<file path="src/rtl/step_counter.sv">
// step_counter: registered up/down counter with programmable step, modulus,
// synchronous load and a one-cycle wrap pulse.
// Optional build macro COUNT_SATURATE_EN: clamp at 0/MAX instead of wrapping.
// In that build, wrap becomes a saturation flag. The port list does not change.
module step_counter #(
    parameter int WIDTH = 4,
    parameter int MAX   = (1 << WIDTH) - 1
) (
    input  logic             clk,
    input  logic             rst,
    input  logic             en,
    input  logic             load,
    input  logic [WIDTH-1:0] load_val,
    input  logic             up_dn,
    input  logic [WIDTH-1:0] step,
    output logic [WIDTH-1:0] count,
    output logic             wrap,
    output logic             tc
);

    // One extra bit of headroom so sums and borrows never overflow silently.
    localparam logic [WIDTH:0]   MAX_X = (WIDTH+1)'(MAX);
    localparam logic [WIDTH-1:0] MAX_W = WIDTH'(MAX);
`ifndef COUNT_SATURATE_EN
    localparam logic [WIDTH:0]   MOD_X = (WIDTH+1)'(MAX + 1);
`endif

    logic [WIDTH:0]   count_x;
    logic [WIDTH:0]   step_x;
    logic [WIDTH:0]   step_eff;
    logic [WIDTH:0]   sum_x;
    logic [WIDTH:0]   load_x;
    logic [WIDTH-1:0] count_n;
    logic             wrap_n;

    assign count_x  = {1'b0, count};
    assign step_x   = {1'b0, step};
    assign load_x   = {1'b0, load_val};
    // Oversized steps are clamped to MAX so one update never crosses more than one period.
    assign step_eff = (step_x > MAX_X) ? MAX_X : step_x;
    assign sum_x    = count_x + step_eff;

    // Next count and wrap/saturation flag; load outranks the enabled step.
    always_comb begin
        count_n = count;
        wrap_n  = 1'b0;
        if (load) begin
            count_n = (load_x > MAX_X) ? MAX_W : load_val;
        end else if (en) begin
            if (up_dn) begin
                if (sum_x > MAX_X) begin
`ifdef COUNT_SATURATE_EN
                    count_n = MAX_W;
`else
                    count_n = WIDTH'(sum_x - MOD_X);
`endif
                    wrap_n  = 1'b1;
                end else begin
                    count_n = WIDTH'(sum_x);
                end
            end else begin
                if (step_eff > count_x) begin
`ifdef COUNT_SATURATE_EN
                    count_n = '0;
`else
                    count_n = WIDTH'(count_x + MOD_X - step_eff);
`endif
                    wrap_n  = 1'b1;
                end else begin
                    count_n = WIDTH'(count_x - step_eff);
                end
            end
        end
    end

    // Count and wrap registers; synchronous reset drops any pending step.
    always_ff @(posedge clk) begin
        if (rst) begin
            count <= '0;
            wrap  <= 1'b0;
        end else begin
            count <= count_n;
            wrap  <= wrap_n;
        end
    end

    // Terminal count follows the current direction without a register stage.
    assign tc = up_dn ? (count == MAX_W) : (count == '0);

endmodule
</file>
<file path="config.mk">
export PLATFORM = sky130hd
export DESIGN_NAME = step_counter
export DESIGN_NICKNAME = d
export VERILOG_FILES = /design/src/rtl/step_counter.sv
export SDC_FILE = /design/constraint.sdc
export NUM_CORES = 1
export LEC_CHECK = 0
export ABC_AREA = 1
export CAP_MARGIN = 20
export CELL_PAD_IN_SITES_DETAIL_PLACEMENT = 0
export CELL_PAD_IN_SITES_GLOBAL_PLACEMENT = 2
export CORE_MARGIN = 2
export CORE_UTILIZATION = 22
export CTS_CLUSTER_SIZE = 16
export DETAILED_ROUTE_END_ITERATION = 10
export PLACE_DENSITY = 0.79
export SETUP_SLACK_MARGIN = 0.5
export SLEW_MARGIN = 20
export SYNTH_ARGS = -nofsm -noshare
export SYNTH_HDL_FRONTEND = slang
export SYNTH_SLANG_ARGS = --single-unit
</file>
<file path="constraint.sdc">
create_clock -name clk -period 1.85 [get_ports clk]
set_input_delay 0.37 -clock clk [delete_from_list [all_inputs] [get_ports clk]]
set_output_delay 0.37 -clock clk [all_outputs]
set_load 0.01 [all_outputs]
</file>
==> metrics.md <==
| Metric | Value |
|---|---|
| Post-synthesis sequential area ratio | `18.7%` |
| Final Hold Fails | `0` |
| Height of the die | `53.3 um` |
| Global route overflow | `0` |
| Starting Density | `23.7%` |
| Final Wtd Congestion | `0.775` |
| Setup TNS | `0 ns` |
| Top sig layer | `met4` |
| Drt total wl | `1570 um` |
| Leakage Power | `0.458 nW` |
| Data arrival, critical path | `1.60 ns` |
| RSZ-0062 raised after global routing | `yes` |
| CP endpoint kind | `register` |
| Met1 WL | `697 um` |
| Setup violators final | `0` |
| Total GRT Usage | `12.8%` |
| Core area | `2250 um^2` |
| # clock sinks | `5` |
| Reg2reg end | `count[1]$_SDFFE_PP0P_` |
| Routed met3 length | `73 um` |
| Max Slew Vio Count | `0` |
| Pre-CTS setup slack | `-0.323 ns` |
| Clock transition at path regs | `0.04 ns` |
| Routed Antenna Nets | `0` |
| Crit path cell chain | `inv_4 -> ha_4 -> fa_2 -> nand2_1 -> o211ai_1 -> a31oi_1` |
| Io pins | `19` |
| Cell Rows | `17` |
| H-tree levels | `1` |
| Largest net degree at the start of global routing | `7` |
| Synth warn | `0` |
| Syn Nets | `97` |
| Initial antenna violation count | `0` |
| Cell variety after synth | `22` |
| Die area | `2840 um^2` |
| Fmax | `0.669 GHz` |
| DR iter-0 viols | `7` |
| Layout area overhead | `79.2%` |
| CP Launch Type | `register` |
| R2R depth | `6` |
| Antenna diode count | `0` |
| Setup ws final | `0.356 ns` |
| Slew @ Worst Pin | `0.228 ns` |
| Vias per cell | `4.36` |
| Critical path's slowest cell | `fa_2` |
| Hold path depth | `4` |
| R2R Path Start | `count[0]$_SDFFE_PP0P_` |
| Seq cells post-synth | `5` |
| Via count | `593` |
| TritonCTS clock tree | `done` |
| Reg-to-reg setup timing slack | `0.36 ns` |
| Global-route wire length before repair | `2580 um` |
| Run status | `complete, no violations` |
| CP Data Required Time | `1.96 ns` |
| Layout cell share with drive strength beyond 1 | `48.1%` |
| Hold Slack | `0.556 ns` |
| Die outline width | `53.3 um` |
| Power per cell area | `490 nW/um^2` |
| Critical path's top delay family | `adder cells` |
| Max Cap Viol | `0` |
| Drt pass-1 iters | `4` |
| Nets | `132` |
| Port buffer count | `18` |
| WS Path Type | `reg -> reg` |
| Maximum buffer depth of the clock tree | `2` |
| Final Cell Area | `957 um^2` |
| DPL Wire Length | `1290 um` |
| Slew HR | `84.8%` |
| Cells after Synth | `74` |
| Clock Skew | `0.00191 ns` |
| Cell Area, Placed | `835 um^2` |
| DRC | `0` |
| Final period util | `80.8%` |
| Hold path startpoint | `up_dn` |
| Worst path buffer plus inverter count | `1` |
| Vias in the first global route | `577` |
| Clock Latency Late Sink | `0.24 ns` |
| Final Critical Period | `1.49 ns` |
| Cts bufs inserted | `3` |
| Maximum vdd drop | `0.000335 V` |
| Mapped Area | `534 um^2` |
| Wirelength per Cell | `11.6 um` |
| WL met2 | `794 um` |
| # fillers | `254` |
| Overall Power | `469 uW` |
| CP max stage delay | `0.52 ns` |
| HP Class | `in -> reg` |
| End of the worst hold path | `wrap$_SDFF_PP0_` |
| Crit-path max FO | `4` |
| Avg Inst Size Synth | `7.22 um^2` |
| Root Driver | `clkbuf_4` |
[stage by stage]
stage	util [%]	instances
2_1_floorplan	-	74
3_3_place_gp	37.0	128
3_5_place_dp	37.0	128
4_1_cts	41.7	134
5_1_grt	42.5	136
6_report	42.5	136
[where the power goes]
part	leakage, nW	total [mW]	internal [mW]	switching, mW
combinational	0.400	0.221	0.115	0.105
sequential	0.0429	0.125	0.117	0.00843
clock	0.0150	0.123	0.0814	0.0417
total	0.458	0.469	0.313	0.156
[worst reg2reg max path: stages, from the launching register on]
cell,delay [ns]
dfxtp_4,0.36
inv_4,0.05
ha_4,0.16
fa_2,0.52
nand2_1,0.05
o211ai_1,0.12
a31oi_1,0.11
[timing repair]
item,in CTS,in global routing
endpoints found under the setup margin,10,8
buffers inserted,2,2
hold buffers,0,0
gates cloned,0,0
gates resized for setup,37,11
pin swaps,9,13
[worst max path at each step]
stage	start	end	slack, ns	cells past startpoint
2_1_floorplan	count[0]$_SDFFE_PP0P_	count[2]$_SDFFE_PP0P_	0.47	8
3_3_place_gp	up_dn	tc	-0.32	5
3_5_place_dp	up_dn	tc	-0.32	5
4_1_cts	count[0]$_SDFFE_PP0P_	tc	0.33	4
5_1_grt	count[0]$_SDFFE_PP0P_	count[1]$_SDFFE_PP0P_	0.30	6
6_report	count[0]$_SDFFE_PP0P_	count[1]$_SDFFE_PP0P_	0.36	6
[cells in the final DEF (no fill, tap or decap), types with 2 or more instances in the layout]
cell type         n
buf_4             9
nor2_2            4
fa_2              2
dlygate4sd2_1     4
nand3_2           4
a22oi_1           2
a21oi_2           3
nand2_1          17
ha_1              3
clkdlybuf4s50_1   7
inv_4             2
inv_1             7
clkdlybuf4s15_2   2
ha_4              4
inv_2             5
clkbuf_2          2
buf_2             2
nor2_1            2
dfxtp_2           3
a21oi_1           2
clkbuf_4          3
buf_6             3
[cell families (layout without fill, tap and decap cells)]
kind of cell / count (synthesis) / after routing / share of synthesized area (%)
AND/OR/NAND/NOR: 32 / 32 / 28.6
buffers and inverters: 14 / 48 / 9.84
XOR/XNOR: 1 / 1 / 1.64
AO/OA/AOI/OAI: 12 / 12 / 15.0
adder cells (fa/ha/maj): 10 / 10 / 26.2
flip-flops: 5 / 5 / 18.7
[flip-flops by register name, indices dropped and copies added (netlist names)]
| signal | cells |
|---|---|
| count | 4 |
| wrap | 1 |
[per-layer routing]
metal  up-vias  GRT usage [%]
li1        310              -
met1       267           15.9
met2        14           21.8
met3         2           1.69
met4         0           5.13
met5         -              0
[Yosys cell counts, drive strengths merged]
cell	count	share of area, %
or2	1	1.2
a22oi	2	2.8
a21oi	5	5.4
o211ai	1	1.4
nand3	5	7.5
nand4	1	1.2
fa	2	7.5
nand3b	1	1.4
a31oi	1	1.2
o221ai	1	1.6
o21ai	1	0.94
nor2	6	4.7
ha	8	19
o32ai	1	1.6
xor2	1	1.6
inv	14	9.8
dfxtp	5	19
nand2	18	13
[area by class of cell]
| class | instances | area [um^2] | share of cell area [%] |
|---|---|---|---|
| Inverter | 14 | 57.6 | 6.01 |
| Timing Repair Buffer | 30 | 262 | 27.3 |
| Sequential cell | 5 | 108 | 11.2 |
| Multi-Input combinational cell | 55 | 469 | 49.0 |
| Tap cell | 28 | 35.0 | 3.66 |
| Clock buffer | 4 | 26.3 | 2.75 |
(Power assumes the default switching activity.)
==> RTL edit 1 (config.mk and constraints unchanged) <==
The parameter `WIDTH` goes from 4 to 3.
--- a/src/rtl/step_counter.sv
+++ b/src/rtl/step_counter.sv
@@ -4,5 +4,5 @@
 // In that build, wrap becomes a saturation flag. The port list does not change.
 module step_counter #(
-    parameter int WIDTH = 4,
+    parameter int WIDTH = 3,
     parameter int MAX   = (1 << WIDTH) - 1
 ) (
Interface: changed (resized count, load_val and step); port bits go from 19 to 16. No check against the original RTL was run, so the function may have changed too.
==> RTL edit 1 against the original RTL <==
  * Worst setup slack worse by 84 ps
  * Sequential share of layout area down 0.97 points
  * Cell count down 13%
  * Sequential cell count down 1
  * Synthesized area down 2.6%
  * Total power down 7.6%
  * Cell area down 9.7%
  * Wire length down 18%
==> RTL edit 1: results (changes against the original RTL) <==
stage,metric,value,unit,change
hold_path,whs_endpoint,count[2],,
pwr,peakVddDrop,0.380,mV,+13%
pwr,pwr-share-comb,50.3,%,+3.3 points
placed_design,pre_cts_ws,-327,ps,-4.12 ps
global_route,groute.layer.met2.usage,21.0,%,-0.77 points
yosys,synth_area_per_cell,7.77,sq um,+7.6%
pwr,clockPowerShare,25.3,%,-0.9 points
setup_path,cpPeakStageDelay,380,ps,-140 ps
hold_path,hold_start,count[2],,
run_status,status,"complete, no violations",,
drt,route.met3.wl,53,um,-27%
drt,wl_met2,680,um,-14%
yosys,yosysSeqAreaShare,15.4,%,-3.4 points
drt,drtIter0Drc,2,,-5
yosys,syn_nets,88,,-9.3%
yosys,synthTopCellsByCount,"nand2_1 (13), inv_1 (9), ha_1 (7)",,
setup_path,crit_path_top_delay_cell,dfxtp_4,,
setup_path,cp.arrival,1740,ps,+140 ps
placed_design,gp_congestion,0.763,,-1.5%
cts,cts_resized,22,,-41%
drt,wl_per_cell,10.9,um,-6.0%
yosys,synth_fa_ha_area_share,28.4,%,+2.1 points
setup_path,reg2reg_slack,270,ps,-80 ps
drt,first_pass_iters,2,,-2
yosys,ys_types,24,,+9.1%
global_route,use_met1,11.2,%,-4.7 points
finish,reg_top3,"count: 3 flops, wrap: 1 flops",,
yosys,synth_top_family_by_area,adder cells,,
global_route,grt_use_met3,3.43,%,+1.7 points
global_route,track_usage,10.7,%,-2.0 points
[RTL edit 1: cell count changes after synthesis, sizes merged, moves of 2 or more]
cell | unedited run | this run
nand2 | 18 | 14
o31ai | 0 | 2
nor2 | 6 | 3
inv | 14 | 11
xnor2 | 0 | 2
[RTL edit 1: kinds of logic (layout without fill, tap and decap cells)]
group,count (synthesis),after routing
AOI/OAI and AO/OA,12,12
xor gates and xnor gates,2,2
adders and majority gates,10,10
buffers and inverters,14,37
DFF,4,4
and+or+nand+nor,25,25
[RTL edit 1: worst register-to-register path, delay by kind of cell, from the launching register on]
family                     cells  cell delay, ps
adders and majority gates      2             510
and+or+nand+nor                2             110
buffers and inverters          2             100
AOI/OAI and AO/OA              2             250
xor gates and xnor gates       1             140
DFF                            1             380
[RTL edit 1: layout make-up]
cell class	instances	area (sq um)	share of cell area, %
inverter	12	61.3	7.09
tap	28	35.0	4.05
clock buffer	3	22.5	2.60
timing repair buffer	22	188	21.7
multi-input combinational	49	469	54.3
sequential	4	88.8	10.3
==> RTL edit 2 (same flow settings) <==
Made on the original files. Add an input register stage for `en`, `load`, `load_val`, `up_dn` and `step`, without a reset; this delays them by one clock. Comments in the files are not updated.
--- a/src/rtl/step_counter.sv
+++ b/src/rtl/step_counter.sv
@@ -22,4 +22,18 @@
     localparam logic [WIDTH:0]   MAX_X = (WIDTH+1)'(MAX);
     localparam logic [WIDTH-1:0] MAX_W = WIDTH'(MAX);
+
+    logic en_q;
+    logic load_q;
+    logic [WIDTH-1:0] load_val_q;
+    logic up_dn_q;
+    logic [WIDTH-1:0] step_q;
+
+    always_ff @(posedge clk) begin
+        en_q       <= en;
+        load_q     <= load;
+        load_val_q <= load_val;
+        up_dn_q    <= up_dn;
+        step_q     <= step;
+    end
 `ifndef COUNT_SATURATE_EN
     localparam logic [WIDTH:0]   MOD_X = (WIDTH+1)'(MAX + 1);
@@ -35,6 +49,6 @@
 
     assign count_x  = {1'b0, count};
-    assign step_x   = {1'b0, step};
-    assign load_x   = {1'b0, load_val};
+    assign step_x   = {1'b0, step_q};
+    assign load_x   = {1'b0, load_val_q};
     // Oversized steps are clamped to MAX so one update never crosses more than one period.
     assign step_eff = (step_x > MAX_X) ? MAX_X : step_x;
@@ -45,8 +59,8 @@
         count_n = count;
         wrap_n  = 1'b0;
-        if (load) begin
-            count_n = (load_x > MAX_X) ? MAX_W : load_val;
-        end else if (en) begin
-            if (up_dn) begin
+        if (load_q) begin
+            count_n = (load_x > MAX_X) ? MAX_W : load_val_q;
+        end else if (en_q) begin
+            if (up_dn_q) begin
                 if (sum_x > MAX_X) begin
 `ifdef COUNT_SATURATE_EN
@@ -86,5 +100,5 @@
 
     // Terminal count follows the current direction without a register stage.
-    assign tc = up_dn ? (count == MAX_W) : (count == '0);
+    assign tc = up_dn_q ? (count == MAX_W) : (count == '0);
 
 endmodule
Check against the original RTL: not equivalent (Yosys sat finds a counterexample within 4 cycles, from zero or initial values and one cycle with rst high).
==> RTL edit 2 against the original RTL <==
  * Sequential power increased to 3.1 times the old value
  * Synthesized cell count rose by 16%
  * Via count up 8.1%
  * Synthesized area grew 39%
  * Sequential cell count up 11
  * Largest power group is now sequential cells
  * Total power up 72%
  * Core utilization shrank 7.9 points
  * Clock power up 90%
  * Critical path depth is 2 lower
  * Count of clock-buffer cells in the layout unchanged
  * Cell area rose by 19%
  * Wire length up 8.3%
  * Worst setup slack lost 16 ps
==> RTL edit 2: results (changes against the original RTL) <==
stage,metric,value,unit,change
drt,wl_per_cell,10.8,um,-6.7%
placed_design,pre_cts_ws,196,ps,+519 ps
placed_design,dp_hpwl,1250,um,-2.5%
drt,route.met3.wl,104,um,+42%
finish,drive_gt1_share,36.6,%,-12 points
setup_path,cp_max_fo,6,,+2
finish,area_delta_synth_final,52.9,%,
finish,fillers,349,,+37%
yosys,yosysSeqAreaShare,43.1,%,+24 points
run_status,status,"complete, no violations",,
cts,clkSlewWorstSetupHoldPaths,100,ps,+60 ps
hold_path,worstHoldPathType,flop to flop,,
pwr,power.share.switching,27.7,%,-5.4 points
placed_design,place_area,1000,sq um,+20%
sta,fin_skew,5.03,ps,+3.13 ps
pwr,peakVddDrop,0.224,mV,-33%
cts,clk_latency,290,ps,+50 ps
pwr,power_leader,sequential cells,,
global_route,groute.layer.met2.usage,13.3,%,-8.5 points
yosys,ys_types,21,,-4.5%
drt,vias_per_cell,4.06,,-7.0%
pwr,pg_clk,0.234,mW,+90%
finish,layout.nets,136,,+3.0%
global_route,use_met1,10.8,%,-5.0 points
global_route,grt_pass1_vias,588,,+1.9%
drt,wl_met1,754,um,+8.2%
yosys,synthTopCellsByCount,"nand2_1 (17), dfxtp_1 (16), inv_1 (13)",,
cts,post_cts_buffers,0,,-2
finish,reg_top3,"count: 4 flops, load_val_q: 4 flops, step_q: 4 flops",,
global_route,grt_max_degree,10,,+3
setup_path,cpPeakStageDelay,360,ps,-160 ps
setup_path,cp_top_family,flip-flops,,
drt,wl_met2,796,um,+0.25%
placed_design,gp_congestion,0.868,,+12%
yosys,synth_area_per_cell,8.64,sq um,+20%
==> RTL edit 2: cell types whose count changed in the layout (fill, tap and decap cells not counted), sizes merged, moves of 3 or more <==
cell and delta:
o21ai +4, buf -9, clkdlybuf4s50 +5, nor3 +3
dfxtp +11
==> RTL edit 2: worst paths after layout <==
path	from	end	slack, ps	cells past startpoint
max	count[3]	tc	340	4
min reg2reg	load_val_q[2]	count[2]	490	2
max reg2reg	count[0]	wrap	370	7
min	load_val_q[2]	count[2]	490	2
==> RTL edit 2: cell type report <==
cell class / instances / share of cell area, %
timing repair buffer: 22 / 18.2
inverter: 15 / 5.40
multi-input combinational: 55 / 38.2
sequential: 16 / 30.0
clock buffer: 4 / 3.19
tap: 46 / 5.07
==> RTL edit 2: logic make-up after synthesis <==
group,synth area share (%)
fa+ha+maj,18.9
simple gates,17.0
buf+inv,7.58
compound gates,13.5
flops,43.1
